$ cat src/rtl/sr_key_pkg.sv
// Shared types and defaults for the pushbutton front end that drives the SR latch.
package sr_key_pkg;

    typedef enum logic [1:0] {
        IDLE      = 2'd0,
        SET_PULSE = 2'd1,
        RST_PULSE = 2'd2,
        WAIT_REL  = 2'd3
    } state_t;

    localparam int DEF_DEBOUNCE_CYCLES = 500000;
    localparam int DEF_PULSE_CYCLES    = 4;
    localparam int DEF_CNT_W           = 8;

    // The debounce counter only has to reach DEBOUNCE_CYCLES-1.
    function automatic int debounce_cnt_w(input int cycles);
        return ($clog2(cycles) < 1) ? 1 : $clog2(cycles);
    endfunction

    function automatic int pulse_cnt_w(input int cycles);
        return ($clog2(cycles) < 1) ? 1 : $clog2(cycles);
    endfunction

endpackage

$ cat src/rtl/sr_key_driver_if.sv
// Board-side key inputs and latch-side drive outputs of sr_key_driver.
interface sr_key_driver_if
    import sr_key_pkg::*;
#(
    parameter int CNT_W = DEF_CNT_W
);
    logic             key_set_n;
    logic             key_rst_n;
    logic             en;
    logic             s;
    logic             r;
    logic             c;
    logic             busy;
    logic [CNT_W-1:0] cmd_cnt;
    logic             err;

    modport master (
        output key_set_n, key_rst_n, en,
        input  s, r, c, busy, cmd_cnt, err
    );

    modport slave (
        input  key_set_n, key_rst_n, en,
        output s, r, c, busy, cmd_cnt, err
    );
endinterface

$ cat src/rtl/sr_key_driver_debounce.sv
// One pushbutton: 2-flop synchronizer, level debounce and a one-cycle press strobe.
module key_debounce
    import sr_key_pkg::*;
#(
    parameter int DEBOUNCE_CYCLES = DEF_DEBOUNCE_CYCLES
) (
    input  logic clk,
    input  logic rst_n,
    input  logic key_n,
    output logic level,
    output logic press
);
    localparam int            CW       = debounce_cnt_w(DEBOUNCE_CYCLES);
    localparam logic [CW-1:0] CNT_LAST = CW'(DEBOUNCE_CYCLES - 1);

    logic          sync_p0;
    logic          sync_p1;
    logic          pressed;
    logic [CW-1:0] cnt;
    logic          level_q;
    logic          press_q;

    // Synchronizer idles at "released" so reset never looks like a press.
    always_ff @(posedge clk or negedge rst_n) begin
        if (!rst_n) begin
            sync_p0 <= 1'b1;
            sync_p1 <= 1'b1;
        end else begin
            sync_p0 <= key_n;
            sync_p1 <= sync_p0;
        end
    end

    assign pressed = ~sync_p1;

    always_ff @(posedge clk or negedge rst_n) begin
        if (!rst_n) begin
            cnt     <= '0;
            level_q <= 1'b0;
            press_q <= 1'b0;
        end else begin
            press_q <= 1'b0;
            if (pressed == level_q) begin
                cnt <= '0;
            end else if (cnt == CNT_LAST) begin
                cnt     <= '0;
                level_q <= pressed;
                // Strobe rides with the 0->1 toggle, releases give none.
                press_q <= pressed;
            end else begin
                cnt <= cnt + CW'(1);
            end
        end
    end

    assign level = level_q;
    assign press = press_q;

endmodule

$ cat src/rtl/sr_key_driver.sv
// Turns debounced set/reset pushbuttons into fixed-width s/r/c pulses for the SR latch.
// Define SR_KEY_CONFLICT_EN to flag simultaneous keys as an error instead of reset-priority.
module sr_key_driver
    import sr_key_pkg::*;
#(
    parameter int DEBOUNCE_CYCLES = DEF_DEBOUNCE_CYCLES,
    parameter int PULSE_CYCLES    = DEF_PULSE_CYCLES,
    parameter int CNT_W           = DEF_CNT_W
) (
    input  logic              clk,
    input  logic              rst_n,
    sr_key_driver_if.slave    bus
);
    localparam int            PW         = pulse_cnt_w(PULSE_CYCLES);
    localparam logic [PW-1:0] PULSE_LOAD = PW'(PULSE_CYCLES - 1);

    logic             set_lvl;
    logic             set_evt;
    logic             rst_lvl;
    logic             rst_evt;
    logic             conflict;

    state_t           state_q;
    state_t           state_d;
    logic [PW-1:0]    pcnt_q;
    logic [PW-1:0]    pcnt_d;
    logic             cnt_inc;
    logic             s_q;
    logic             r_q;
    logic             c_q;
    logic [CNT_W-1:0] cnt_q;

    key_debounce #(
        .DEBOUNCE_CYCLES (DEBOUNCE_CYCLES)
    ) u_set_db (
        .clk   (clk),
        .rst_n (rst_n),
        .key_n (bus.key_set_n),
        .level (set_lvl),
        .press (set_evt)
    );

    key_debounce #(
        .DEBOUNCE_CYCLES (DEBOUNCE_CYCLES)
    ) u_rst_db (
        .clk   (clk),
        .rst_n (rst_n),
        .key_n (bus.key_rst_n),
        .level (rst_lvl),
        .press (rst_evt)
    );

`ifdef SR_KEY_CONFLICT_EN
    assign conflict = (set_lvl & rst_lvl) | (set_evt & rst_evt);
`else
    assign conflict = 1'b0;
`endif

    always_comb begin
        state_d = state_q;
        pcnt_d  = pcnt_q;
        cnt_inc = 1'b0;
        case (state_q)
            IDLE: begin
                if (conflict) begin
                    state_d = WAIT_REL;
                end else if (bus.en && rst_evt) begin
                    state_d = RST_PULSE;
                    pcnt_d  = PULSE_LOAD;
                    cnt_inc = 1'b1;
                end else if (bus.en && set_evt) begin
                    state_d = SET_PULSE;
                    pcnt_d  = PULSE_LOAD;
                    cnt_inc = 1'b1;
                end
            end
            SET_PULSE, RST_PULSE: begin
                if (pcnt_q == '0) begin
                    state_d = WAIT_REL;
                end else begin
                    pcnt_d = pcnt_q - PW'(1);
                end
            end
            WAIT_REL: begin
                // Holding either key keeps the driver deaf to further presses.
                if (!set_lvl && !rst_lvl) begin
                    state_d = IDLE;
                end
            end
            default: state_d = IDLE;
        endcase
    end

    // Drive outputs come from the next state so they line up with state entry.
    always_ff @(posedge clk or negedge rst_n) begin
        if (!rst_n) begin
            state_q <= IDLE;
            pcnt_q  <= '0;
            s_q     <= 1'b0;
            r_q     <= 1'b0;
            c_q     <= 1'b0;
            cnt_q   <= '0;
        end else begin
            state_q <= state_d;
            pcnt_q  <= pcnt_d;
            s_q     <= (state_d == SET_PULSE);
            r_q     <= (state_d == RST_PULSE);
            c_q     <= (state_d == SET_PULSE) || (state_d == RST_PULSE);
            if (cnt_inc) begin
                cnt_q <= cnt_q + CNT_W'(1);
            end
        end
    end

`ifdef SR_KEY_CONFLICT_EN
    logic err_q;

    always_ff @(posedge clk or negedge rst_n) begin
        if (!rst_n) begin
            err_q <= 1'b0;
        end else if (state_q == IDLE && conflict) begin
            err_q <= 1'b1;
        end
    end

    assign bus.err = err_q;
`else
    assign bus.err = 1'b0;
`endif

    assign bus.s       = s_q;
    assign bus.r       = r_q;
    assign bus.c       = c_q;
    assign bus.busy    = (state_q != IDLE);
    assign bus.cmd_cnt = cnt_q;

endmodule

$ cat src/flat_wrapper.sv
// flat-port wrapper written by rule: the top's interface ports become plain ports
module sr_key_driver_flat import sr_key_pkg::*;
#(
    parameter int DEBOUNCE_CYCLES = DEF_DEBOUNCE_CYCLES,
    parameter int PULSE_CYCLES    = DEF_PULSE_CYCLES,
    parameter int CNT_W           = DEF_CNT_W
)
  (clk, rst_n, bus_key_set_n, bus_key_rst_n, bus_en, bus_s, bus_r, bus_c, bus_busy, bus_cmd_cnt, bus_err);
  sr_key_driver_if #(.CNT_W(CNT_W)) bus_i ();
  input  logic clk;
  input  logic rst_n;
  input wire logic [$bits(bus_i.key_set_n)-1:0] bus_key_set_n;
  input wire logic [$bits(bus_i.key_rst_n)-1:0] bus_key_rst_n;
  input wire logic [$bits(bus_i.en)-1:0] bus_en;
  output wire logic [$bits(bus_i.s)-1:0] bus_s;
  output wire logic [$bits(bus_i.r)-1:0] bus_r;
  output wire logic [$bits(bus_i.c)-1:0] bus_c;
  output wire logic [$bits(bus_i.busy)-1:0] bus_busy;
  output wire logic [$bits(bus_i.cmd_cnt)-1:0] bus_cmd_cnt;
  output wire logic [$bits(bus_i.err)-1:0] bus_err;
  assign bus_i.key_set_n = bus_key_set_n;
  assign bus_i.key_rst_n = bus_key_rst_n;
  assign bus_i.en = bus_en;
  assign bus_s = bus_i.s;
  assign bus_r = bus_i.r;
  assign bus_c = bus_i.c;
  assign bus_busy = bus_i.busy;
  assign bus_cmd_cnt = bus_i.cmd_cnt;
  assign bus_err = bus_i.err;
  sr_key_driver #(.DEBOUNCE_CYCLES(DEBOUNCE_CYCLES), .PULSE_CYCLES(PULSE_CYCLES), .CNT_W(CNT_W)) u_core (.clk(clk), .rst_n(rst_n), .bus(bus_i));
endmodule
$ cat config.mk
export PLATFORM = sky130hd
export DESIGN_NAME = sr_key_driver_flat
export DESIGN_NICKNAME = d
export VERILOG_FILES = /design/src/rtl/sr_key_pkg.sv /design/src/rtl/sr_key_driver_if.sv /design/src/rtl/sr_key_driver_debounce.sv /design/src/rtl/sr_key_driver.sv /design/src/flat_wrapper.sv
export SDC_FILE = /design/constraint.sdc
export NUM_CORES = 1
export LEC_CHECK = 0
export ABC_AREA = 1
export BUFFER_PORTS_ARGS = -buffer_cell sky130_fd_sc_hd__clkbuf_2
export CAP_MARGIN = 20
export CORE_MARGIN = 1
export CORE_UTILIZATION = 55
export CTS_CLUSTER_DIAMETER = 120
export DETAILED_ROUTE_END_ITERATION = 8
export PLACE_DENSITY_LB_ADDON = 0.12
export SLEW_MARGIN = 20
export SYNTH_ARGS = -nofsm -noshare
export SYNTH_HDL_FRONTEND = slang
export SYNTH_SLANG_ARGS = --single-unit
$ cat constraint.sdc
create_clock -name clk -period 1.6 [get_ports clk]
set_input_delay 0.32 -clock clk [delete_from_list [all_inputs] [get_ports clk]]
set_output_delay 0.32 -clock clk [all_outputs]
set_load 0.05 [all_outputs]
==> results.tsv, run 1 <==
stage	metric	value	unit
yosys	ys.warnings.count	0	
global_routing	grt_max_degree	62	
detailed_routing	via_per_inst	5.087	
worst_setup_path	rrSetupSlack	0.04	ns
worst_hold_path	hp-class	in -> async	
pwr	swShare	20.97	%
worst_setup_path	r2r_cells	9	
pwr	ir_worst_vdd	0.6275	mV
yosys	synth_seq_area_share	46.40	%
pwr	internal_power	2433	uW
finish	finalNetCount	456	
timing	setup_viol_count_final	0	
global_routing	antenna_found_initial	0	
pwr	pwr-share-seq	51.2	%
pwr	p_sw	645.5	uW
finish	layout_common_cells	102 x nor2_1, 67 x nand2_1, 57 x dfrtp_1	
worst_setup_path	crit-reg2reg-launch	u_core.state_q[0]	
die	ios	18	
clock_tree	clockBufferDepth	2	
timing	timing.fmax	0.6401	GHz
timing	final_max_slew_viol_count	0	
clock_tree	cts-hold-fix-buffers	0	
pwr	powerDensity	822.9	mW/mm2
placement	post-place-ws	-0.02997	ns
finish	area_delta_synth_final	13.34	%
clock_tree	clock_sinks	61	
clock_tree	cts_tree	done	
worst_setup_path	worst-setup-path-type	reg -> reg	
job	max-cap-violations	0	
pwr	combinationalPowerShare	3.1	%
detailed_routing	ant_nets	0	
timing	rsz0062_at_grt	yes	
placement	place_congestion	0.8569	
worst_setup_path	worst-endpoint-required	1.88	ns
yosys	syn_area_per_cell	8.050	um2
worst_setup_path	startpoint_type	flop	
worst_setup_path	crit_path_end	u_core.bus.c	
die	die_x	79.47	um
finish	final_common_cell	nor2_1	
pwr	power_frac_clock	45.6	%
worst_setup_path	r2r-end	u_core.bus.c	
placement	numPortBuffers	16	
detailed_routing	wl_per_cell	12.18	um
global_routing	grt_usage	22.60	%
detailed_routing	drt-initial-drc-count	178	
detailed_routing	drc	0	
worst_setup_path	critPathArrivalTime	1.84	ns
clock_tree	clk_latency	0.33	ns
clock_tree	htree_levels	3	
die	rows	27	
yosys	syn_nets	425	
die	die_area	0.006315	mm2
placement	dpl-instance-area	0.003513	mm2
worst_setup_path	cp-startpoint	u_core.state_q[0]	
clock_tree	cts_inserted_buffers	9	
worst_setup_path	end_kind	flop	
global_routing	grt_pass1_vias	2499	
yosys	ys_ff_latch	61	
timing	timing.final.crit_share	97.64	%
finish	diodes	0	
global_routing	grt_pass1_wl	10970	um
outcome	violations	negative hold slack	
die	core	0.005642	mm2
timing	finalHoldViolCount	9	
timing	fin_skew	0.006208	ns
placement	dp_hpwl	4490	um
clock_tree	clkSlewWorstSetupHoldPaths	0.07	ns
die	initial_core_util	58.51	%
clock_tree	ctsRootBufferMaster	clkbuf_8	
detailed_routing	num_vias	2630	
placement	placedCellCount	502	
finish	drive_gt1_share	16.63	%
finish	finalInstanceArea	0.003741	mm2
timing	fin_ws	0.03774	ns
detailed_routing	wl	6296	um
timing	finalSetupTns	0	ns
global_routing	grt_overflow_total	0	
die	die_h	79.47	um
timing	holdWs	-0.01794	ns
finish	final_cell_count_no_fill	517	
timing	fin_crit	1.562	ns
worst_setup_path	cp_max_fo	4	
yosys	syn_area	0.003301	mm2
detailed_routing	dr.pass1.iters	5	
outcome	status	finished, violations left	
yosys	syn_inst	410	
yosys	synth_cell_types	29	
pwr	power.leakage	0.001693	uW
sequential cells by signal, summed over array words and instances, names as in the netlist:
| name | count |
|---|---|
| u_core.u_rst_db.cnt | 19 |
| u_core.u_set_db.cnt | 19 |
| u_core.bus.cmd_cnt | 8 |
| u_core.pcnt_q | 2 |
| u_core.state_q | 2 |
| u_core.bus.c | 1 |
| u_core.bus.r | 1 |
| u_core.bus.s | 1 |
| u_core.u_rst_db.level | 1 |
| u_core.u_rst_db.press | 1 |
| u_core.u_rst_db.sync_p0 | 1 |
| u_core.u_rst_db.sync_p1 | 1 |
| u_core.u_set_db.level | 1 |
| u_core.u_set_db.press | 1 |
| u_core.u_set_db.sync_p0 | 1 |
| u_core.u_set_db.sync_p1 | 1 |
repair_timing:
action | CTS | global route
pin swaps | 1 | 3
setup endpoints to repair | 2 | 3
setup buffers | 0 | 0
endpoints found under the hold margin | 0 | 0
gates resized for setup | 7 | 4
cell type report:
class | instances | area [um2]
clock buffer | 14 | 172.7
tap | 72 | 90.09
fill | 471 | 1901
multi-input combinational | 302 | 1612
inverter | 46 | 172.7
timing repair buffer | 21 | 132.6
sequential | 61 | 1531
clock inverter | 1 | 30.03
cell families (layout without fill, tap and decap cells):
family	Yosys count	in the layout	share of synthesized area [%]
simple gates	239	239	32.37
flops	61	61	46.40
buf+inv	47	82	5.459
xor+xnor	27	27	7.619
compound gates	24	24	3.904
fa+ha+maj	10	10	3.791
other cells	1	1	0.1136
mux	1	1	0.3411
power by group through the flow:
stage	sequential, uW	clock, uW	combinational (uW)
6_report	1580	1410	96.8
5_1_grt	1580	1500	116
4_1_cts	1580	1440	101
3_5_place_dp	1600	0	102
3_3_place_gp	1600	0	100
2_1_floorplan	1600	0	45.8
worst min path at each step:
stage                             from                      end  slack [ns]
2_1_floorplan                    rst_n             u_core.bus.c        0.02
3_3_place_gp                     rst_n         u_core.pcnt_q[1]        0.35
3_5_place_dp   u_core.u_set_db.sync_p0  u_core.u_set_db.sync_p1        0.35
4_1_cts                          rst_n    u_core.bus.cmd_cnt[7]       0.004
5_1_grt                          rst_n    u_core.bus.cmd_cnt[7]        0.01
6_report                         rst_n    u_core.bus.cmd_cnt[5]       -0.02
layer usage:
metal,track usage [%],part of all wire (%)
met4,6.727,0.98
met3,5.600,4.7
met5,0,0
met2,35.56,45
met1,30.71,49
worst max-delay path, stage by stage (launching register included):
cell and delay, ns:
dfrtp_1 0.39, buf_4 0.16, ha_1 0.19, o21ai_0 0.09, nand2_2 0.08, o211ai_1 0.10
o21ai_1 0.14, inv_1 0.08, ha_1 0.22, inv_1 0.05
per-stage QoR:
step / total power [uW] / utilization, %
after floorplan: 1648 / -
after global placement: 1705 / 62.28
after detailed placement: 1706 / 62.28
after CTS: 3116 / 66.18
after global routing: 3191 / 66.31
final: 3078 / 66.31
synthesized netlist by cell type:
| cell type | n | area (um2) |
|---|---|---|
| o21ai_0 | 11 | 55.05 |
| xnor2_1 | 9 | 78.83 |
| dfstp_2 | 4 | 105.1 |
| nand3_2 | 2 | 20.02 |
| a22oi_1 | 1 | 7.510 |
| nor2_2 | 7 | 43.79 |
| nand4_1 | 3 | 18.77 |
| nand2_4 | 2 | 22.52 |
| xor2_1 | 16 | 140.1 |
| a21oi_1 | 6 | 30.03 |
| o22ai_1 | 1 | 6.260 |
| ha_1 | 10 | 125.1 |
| buf_4 | 1 | 7.510 |
| and2_1 | 4 | 25.02 |
| inv_1 | 44 | 165.2 |
| dfrtp_1 | 57 | 1426 |
| nor3b_1 | 2 | 15.01 |
| nor2_4 | 5 | 56.30 |
| xor2_2 | 2 | 32.53 |
| inv_2 | 2 | 7.510 |
| nand2_2 | 8 | 50.05 |
| conb_1 | 1 | 3.750 |
| nand2_1 | 69 | 259.0 |
| o211ai_1 | 2 | 15.01 |
| o21ai_1 | 3 | 15.01 |
| nor3_1 | 4 | 20.02 |
| nor2_1 | 102 | 382.9 |
| mux2_2 | 1 | 11.26 |
| nand3_1 | 31 | 155.2 |
Power figures use the tool's default switching activity.
==> run 2: changes to the inputs <==
--- a/config.mk
+++ b/config.mk
@@ -8,12 +8,13 @@
 export ABC_AREA = 1
 export BUFFER_PORTS_ARGS = -buffer_cell sky130_fd_sc_hd__clkbuf_2
 export CAP_MARGIN = 20
-export CORE_MARGIN = 1
+export CORE_MARGIN = 2
 export CORE_UTILIZATION = 55
-export CTS_CLUSTER_DIAMETER = 120
+export CTS_CLUSTER_DIAMETER = 80
 export DETAILED_ROUTE_END_ITERATION = 8
 export PLACE_DENSITY_LB_ADDON = 0.12
 export SLEW_MARGIN = 20
 export SYNTH_ARGS = -nofsm -noshare
 export SYNTH_HDL_FRONTEND = slang
 export SYNTH_SLANG_ARGS = --single-unit
+export TNS_END_PERCENT = 30
==> results.tsv, run 2 (same netlist as run 1, synthesis figures left out) <==
stage	metric	value	unit	change
detailed_routing	drt-initial-drc-count	149		-16%
detailed_routing	wl	6419	um	+2.0%
timing	timing.final.crit_share	96.60	%	-1.0 points
finish	finalInstanceArea	0.003776	mm2	+0.94%
timing	finalHoldViolCount	0		-9
global_routing	antenna_found_initial	0		unchanged
clock_tree	clk_latency	0.34	ns	about the same
clock_tree	htree_levels	3		unchanged
global_routing	globalRouteMet1Util	29.86	%	-0.85 points
finish	diodes	0		unchanged
die	initial_core_util	56.42	%	-2.1 points
timing	timing.fmax	0.6470	GHz	+1.1%
clock_tree	postCtsSetupRepairBufs	0		unchanged
finish	final_common_cell	nor2_1		
placement	placedCellCount	505		+0.60%
global_routing	grt_overflow_total	0		unchanged
detailed_routing	num_vias	2613		-0.65%
worst_hold_path	hp-class	in -> reg		
global_routing	grt_max_degree	62		unchanged
global_routing	busiest_layer	met2		
die	die_h	81.47	um	+2.5%
timing	fin_skew	0.004663	ns	-0.001544 ns
outcome	status	complete, no violations		
timing	setup_viol_count_final	0		unchanged
placement	dpl-instance-area	0.003517	mm2	+0.11%
worst_setup_path	worst-endpoint-required	1.28	ns	-0.60 ns
worst_setup_path	worstPathCellList	inv_1 -> ha_4 -> inv_1 -> clkbuf_8		
placement	place_congestion	0.8720		+1.8%
finish	area_delta_synth_final	14.40	%	
clock_tree	clockBufferDepth	2		unchanged
global_routing	grt_usage	22.06	%	-0.54 points
die	ios	18		unchanged
placement	dp_hpwl	4616	um	+2.8%
worst_setup_path	critPathMaxStageDelay	0.39	ns	about the same
die	die_x	81.47	um	+2.5%
clock_tree	ctsRootBufferMaster	clkbuf_8		
timing	rsz0062_at_grt	yes		
die	rows	28		+3.7%
placement	post-place-ws	-0.01799	ns	+0.01198 ns
placement	numPortBuffers	16		unchanged
global_routing	grt_pass1_vias	2483		-0.64%
worst_setup_path	end_kind	primary output		
clock_tree	cts_inserted_buffers	9		unchanged
timing	fin_ws	0.05440	ns	+0.01666 ns
global_routing	use_met3	3.956	%	-1.6 points
global_routing	grtUsageMet2	35.00	%	-0.56 points
detailed_routing	dr.pass1.iters	4		-1
timing	final_max_slew_viol_count	0		unchanged
pwr	ir_worst_vdd	0.4524	mV	-28%
clock_tree	clkSlewWorstSetupHoldPaths	0.07	ns	about the same
job	max-cap-violations	0		unchanged
detailed_routing	drc	0		unchanged
finish	final_cell_count_no_fill	522		+0.97%
worst_setup_path	critPathMostFrequentCell	inv_1		
finish	layout_common_cells	102 x nor2_1, 69 x nand2_1, 57 x dfrtp_1		
pwr	powerDensity	847.4	mW/mm2	+3.0%
detailed_routing	wl_per_cell	12.30	um	+0.98%
global_routing	grt_pass1_wl	11080	um	+1.0%
timing	finalSetupTns	0	ns	unchanged
worst_setup_path	crit_path_top_delay_cell	dfrtp_1		
worst_setup_path	cp_max_fo	3		-1
worst_setup_path	critPathArrivalTime	1.23	ns	-0.61 ns
detailed_routing	ant_nets	0		unchanged
detailed_routing	via_per_inst	5.006		-1.6%
die	die_area	0.006637	mm2	+5.1%
clock_tree	cts_tree	done		
clock_tree	clock_sinks	61		unchanged
die	core	0.005851	mm2	+3.7%
worst_setup_path	startpoint_type	flop		
timing	fin_crit	1.546	ns	-0.01666 ns
finish	drive_gt1_share	16.33	%	-0.30 points
pwr	power.leakage	0.001711	uW	+1.1%
worst_setup_path	worst-setup-path-type	reg -> out		
finish	finalNetCount	457		+0.22%
## run 2: cell types whose count changed in the layout (fill, tap and decap cells not counted), sizes merged
cell         delta
clkinvlp        +1
clkbuf          -4
bufinv          +1
dlygate4sd3     +1
clkinv          +3
## run 2: area by class of cell
class / count / area (um2)
Multi-Input combinational cell: 302 / 1605
Clock inverter: 6 / 86.33
Clock buffer: 10 / 137.6
Fill cell: 510 / 2074
Tap cell: 75 / 93.84
Inverter: 46 / 172.7
Timing Repair Buffer: 22 / 148.9
Sequential cell: 61 / 1531
## run 2: path summary, 6_finish.rpt
| kind | cells past startpoint | slack, ns | from | to |
|---|---|---|---|---|
| setup reg to reg | 9 | 0.07 | u_core.state_q[0] | u_core.bus.c |
| hold reg to reg | 0 | 0.36 | u_core.u_set_db.sync_p0 | u_core.u_set_db.sync_p1 |
| hold / removal | 1 | 0.06 | bus_key_rst_n | u_core.u_rst_db.sync_p0 |
| max in group asynchronous | 3 | 0.78 | rst_n | u_core.u_set_db.sync_p0 |
| setup / recovery | 4 | 0.05 | u_core.state_q[0] | bus_busy |
| min in group asynchronous | 3 | 0.52 | rst_n | u_core.pcnt_q[1] |
## run 2: stage by stage
step                      total power [uW]  util (%)  hold slack [ns]
final                                 3200     64.54          0.05757
after global routing                  3341     64.54          0.04722
after CTS                             3249     64.54          0.04314
after detailed placement              1706     60.12           0.3472
after global placement                1704     60.12           0.3504
after floorplan                       1648         -          0.02441
## run 2: critical path: cells and delay by family, from the launching register on
family	cells	cell delay (ns)
adder cells (fa/ha/maj)	1	0.16
flip-flops	1	0.39
buffers and inverters	3	0.34
## run 2: where the power goes
part | leakage (uW) | total, uW | switching [uW] | internal, uW
combinational | 0.000776 | 99.9 | 69.9 | 29.9
sequential | 0.000823 | 1580 | 13.7 | 1560
clock | 0.000112 | 1520 | 607 | 916
total | 0.00171 | 3200 | 691 | 2510
## run 2: metal layers
layer	up-vias	part of all wire (%)	wire length, um
li1	1338	-	-
met1	1212	48	3093
met2	51	47	2997
met3	12	3.2	205
met4	0	1.9	123
met5	-	0	0
## run 2: repair_timing
| item | 4_1_cts | 5_1_grt |
|---|---|---|
| gates resized for setup | 6 | 2 |
| hold buffers | 1 | 0 |
| gates cloned | 0 | 0 |
| endpoints found under the hold margin | 41 | 0 |
| endpoints found under the setup margin | 2 | 3 |
==> run 3: changes to the inputs <==
--- a/config.mk
+++ b/config.mk
@@ -13,6 +13,7 @@
 export CTS_CLUSTER_DIAMETER = 80
 export DETAILED_ROUTE_END_ITERATION = 8
 export PLACE_DENSITY_LB_ADDON = 0.12
+export SETUP_SLACK_MARGIN = 0.4
 export SLEW_MARGIN = 20
 export SYNTH_ARGS = -nofsm -noshare
 export SYNTH_HDL_FRONTEND = slang
==> constraint.sdc (replaced) <==
create_clock -name clk -period 1.3 [get_ports clk]
set_input_delay 0.26 -clock clk [delete_from_list [all_inputs] [get_ports clk]]
set_output_delay 0.26 -clock clk [all_outputs]
set_load 0.05 [all_outputs]
==> results.tsv, run 3 (same netlist as run 1, synthesis figures left out) <==
stage	metric	value	unit	change
outcome	status	finished, violations left		
outcome	violations	negative setup slack		
pwr	power.leakage	0.002281	uW	+33%
clock_tree	ctsRootBufferMaster	clkbuf_8		
die	die_area	0.006637	mm2	unchanged
global_routing	grt_usage	28.22	%	+6.2 points
die	die_x	81.47	um	unchanged
worst_hold_path	hp-class	in -> reg		
worst_setup_path	r2r_cells	9		unchanged
detailed_routing	wl	11680	um	+82%
timing	fin_skew	0.01442	ns	+0.009753 ns
timing	finalHoldViolCount	0		unchanged
timing	timing.fmax	0.5784	GHz	
detailed_routing	num_vias	3473		+33%
clock_tree	cts_tree	done		
clock_tree	clkSlewWorstSetupHoldPaths	0.08	ns	about the same
global_routing	grt_pass1_wl	14070	um	+27%
worst_setup_path	critPathArrivalTime	1.96	ns	+0.73 ns
timing	fin_crit	1.729	ns	
worst_setup_path	end_kind	flop		
detailed_routing	drc	0		unchanged
finish	diodes	0		unchanged
clock_tree	htree_levels	3		unchanged
worst_setup_path	worst-setup-path-type	reg -> reg		
detailed_routing	route.met3.wl	937	um	+360%
worst_setup_path	worst-endpoint-required	1.53	ns	+0.25 ns
finish	area_delta_synth_final	58.00	%	
global_routing	grt_overflow_total	0		unchanged
detailed_routing	wl_met2	6000	um	+100%
detailed_routing	wl_met1	4082	um	+32%
worst_setup_path	startpoint_type	flop		
job	max-cap-violations	0		unchanged
worst_hold_path	hp-start	bus_key_rst_n		
global_routing	antenna_found_initial	0		unchanged
clock_tree	clock_sinks	61		unchanged
detailed_routing	wl_per_cell	19.47	um	+58%
pwr	ir_worst_vdd	1.035	mV	+130%
worst_hold_path	hold_depth	1		unchanged
timing	final_max_slew_viol_count	0		unchanged
placement	numPortBuffers	16		unchanged
die	core	0.005851	mm2	unchanged
placement	dp_hpwl	4990	um	+8.1%
die	rows	28		unchanged
global_routing	grt_pass1_vias	3106		+25%
die	die_h	81.47	um	unchanged
worst_setup_path	critPathMaxStageDelay	0.41	ns	+0.02 ns
finish	final_cell_count_no_fill	600		+15%
worst_setup_path	crit_path_top_delay_cell	dfrtp_1		
detailed_routing	dr.pass1.iters	5		+1
die	initial_core_util	56.42	%	unchanged
clock_tree	clockBufferDepth	2		unchanged
global_routing	grt_max_degree	39		-37%
finish	drive_gt1_share	51.62	%	+35 points
detailed_routing	top_layer	met4		
detailed_routing	drt-initial-drc-count	269		+81%
finish	finalNetCount	535		+17%
timing	setup_viol_count_final	44		+44
timing	fin_ws	-0.4289	ns	-0.4833 ns
finish	post-route-util	89.14	%	+25 points
worst_setup_path	cp_max_fo	2		-1
worst_setup_path	crit-reg2reg-launch	u_core.state_q[1]		
timing	timing.final.crit_share	133.0	%	
timing	rsz0062_at_grt	yes		
worst_setup_path	cp-startpoint	u_core.state_q[1]		
worst_setup_path	worstPathCellList	inv_2 -> ha_4 -> inv_2 -> nand2_2 -> o211ai_1 -> o21ai_1 -> inv_1 -> ha_1 -> inv_1		
detailed_routing	ant_nets	0		unchanged
clock_tree	cts_inserted_buffers	9		unchanged
clock_tree	clk_latency	0.35	ns	about the same
placement	placedCellCount	527		+4.4%
placement	place_congestion	0.8637		-0.95%
pwr	powerDensity	866.2	mW/mm2	+2.2%
finish	layout_common_cells	66 x nor2_1, 62 x buf_4, 56 x nand2_1		
finish	nFillCells	227		-55%
die	ios	18		unchanged
detailed_routing	via_per_inst	5.788		+16%
finish	final_common_cell	nor2_1		
## run 3: layout make-up
| type | instances | area [um2] | area share [%] |
|---|---|---|---|
| timing repair buffer | 100 | 932.1 | 17.87 |
| tap | 75 | 93.84 | 1.799 |
| clock buffer | 9 | 123.9 | 2.375 |
| inverter | 46 | 183.9 | 3.527 |
| sequential | 61 | 1554 | 29.80 |
| clock inverter | 7 | 137.6 | 2.639 |
| multi-input combinational | 302 | 2190 | 41.99 |
## run 3: power by group
group          internal, uW  total (uW)  switching [uW]
Clock                  1460        2320             862
Combinational           105         239             134
Sequential             1920        1950            31.7
## run 3: repair_timing
| item | 4_1_cts | 5_1_grt |
|---|---|---|
| setup endpoints to repair | 69 | 107 |
| setup buffers | 36 | 19 |
| pin swaps | 42 | 52 |
| resized for setup | 97 | 117 |
| hold endpoints to repair | 45 | 0 |
| hold buffers | 2 | 0 |
## run 3: per-layer routing
| layer | up-vias | global-route usage (%) |
|---|---|---|
| met5 | - | 0 |
| met4 | 0 | 12.37 |
| met3 | 85 | 7.033 |
| met2 | 231 | 48.36 |
| met1 | 1658 | 33.60 |
| li1 | 1499 | - |
## run 3: final timing paths
kind,to,slack (ns)
min,u_core.u_rst_db.sync_p0,0.006
min in group asynchronous,u_core.bus.s,0.48
max,u_core.bus.c,-0.43
max in group asynchronous,u_core.u_rst_db.sync_p0,0.51
min reg2reg,u_core.u_rst_db.sync_p1,0.36
max reg2reg,u_core.bus.c,-0.43
## run 3: critical path: cells and delay by family, from the launching register on
family | cells | cell delay [ns]
adders and majority gates | 2 | 0.57
and+or+nand+nor | 1 | 0.08
DFF | 1 | 0.41
AOI/OAI and AO/OA | 2 | 0.27
buffers and inverters | 4 | 0.28
## run 3: through the flow
step                      hold slack [ns]  TNS, ns  instance area, um2  total power [uW]  setup slack, ns
after detailed placement           0.2756   -1.699                3749              2112          -0.2546
after global routing              0.01492   -6.332                5215              4608          -0.4842
after floorplan                  -0.03559  -0.3797                3379              2031          -0.1602
after global placement             0.2709  -0.6559                3749              2107          -0.1790
after CTS                        0.004372   -1.104                4686              4410          -0.2323
final                            0.006309   -3.614                5215              4517          -0.4289
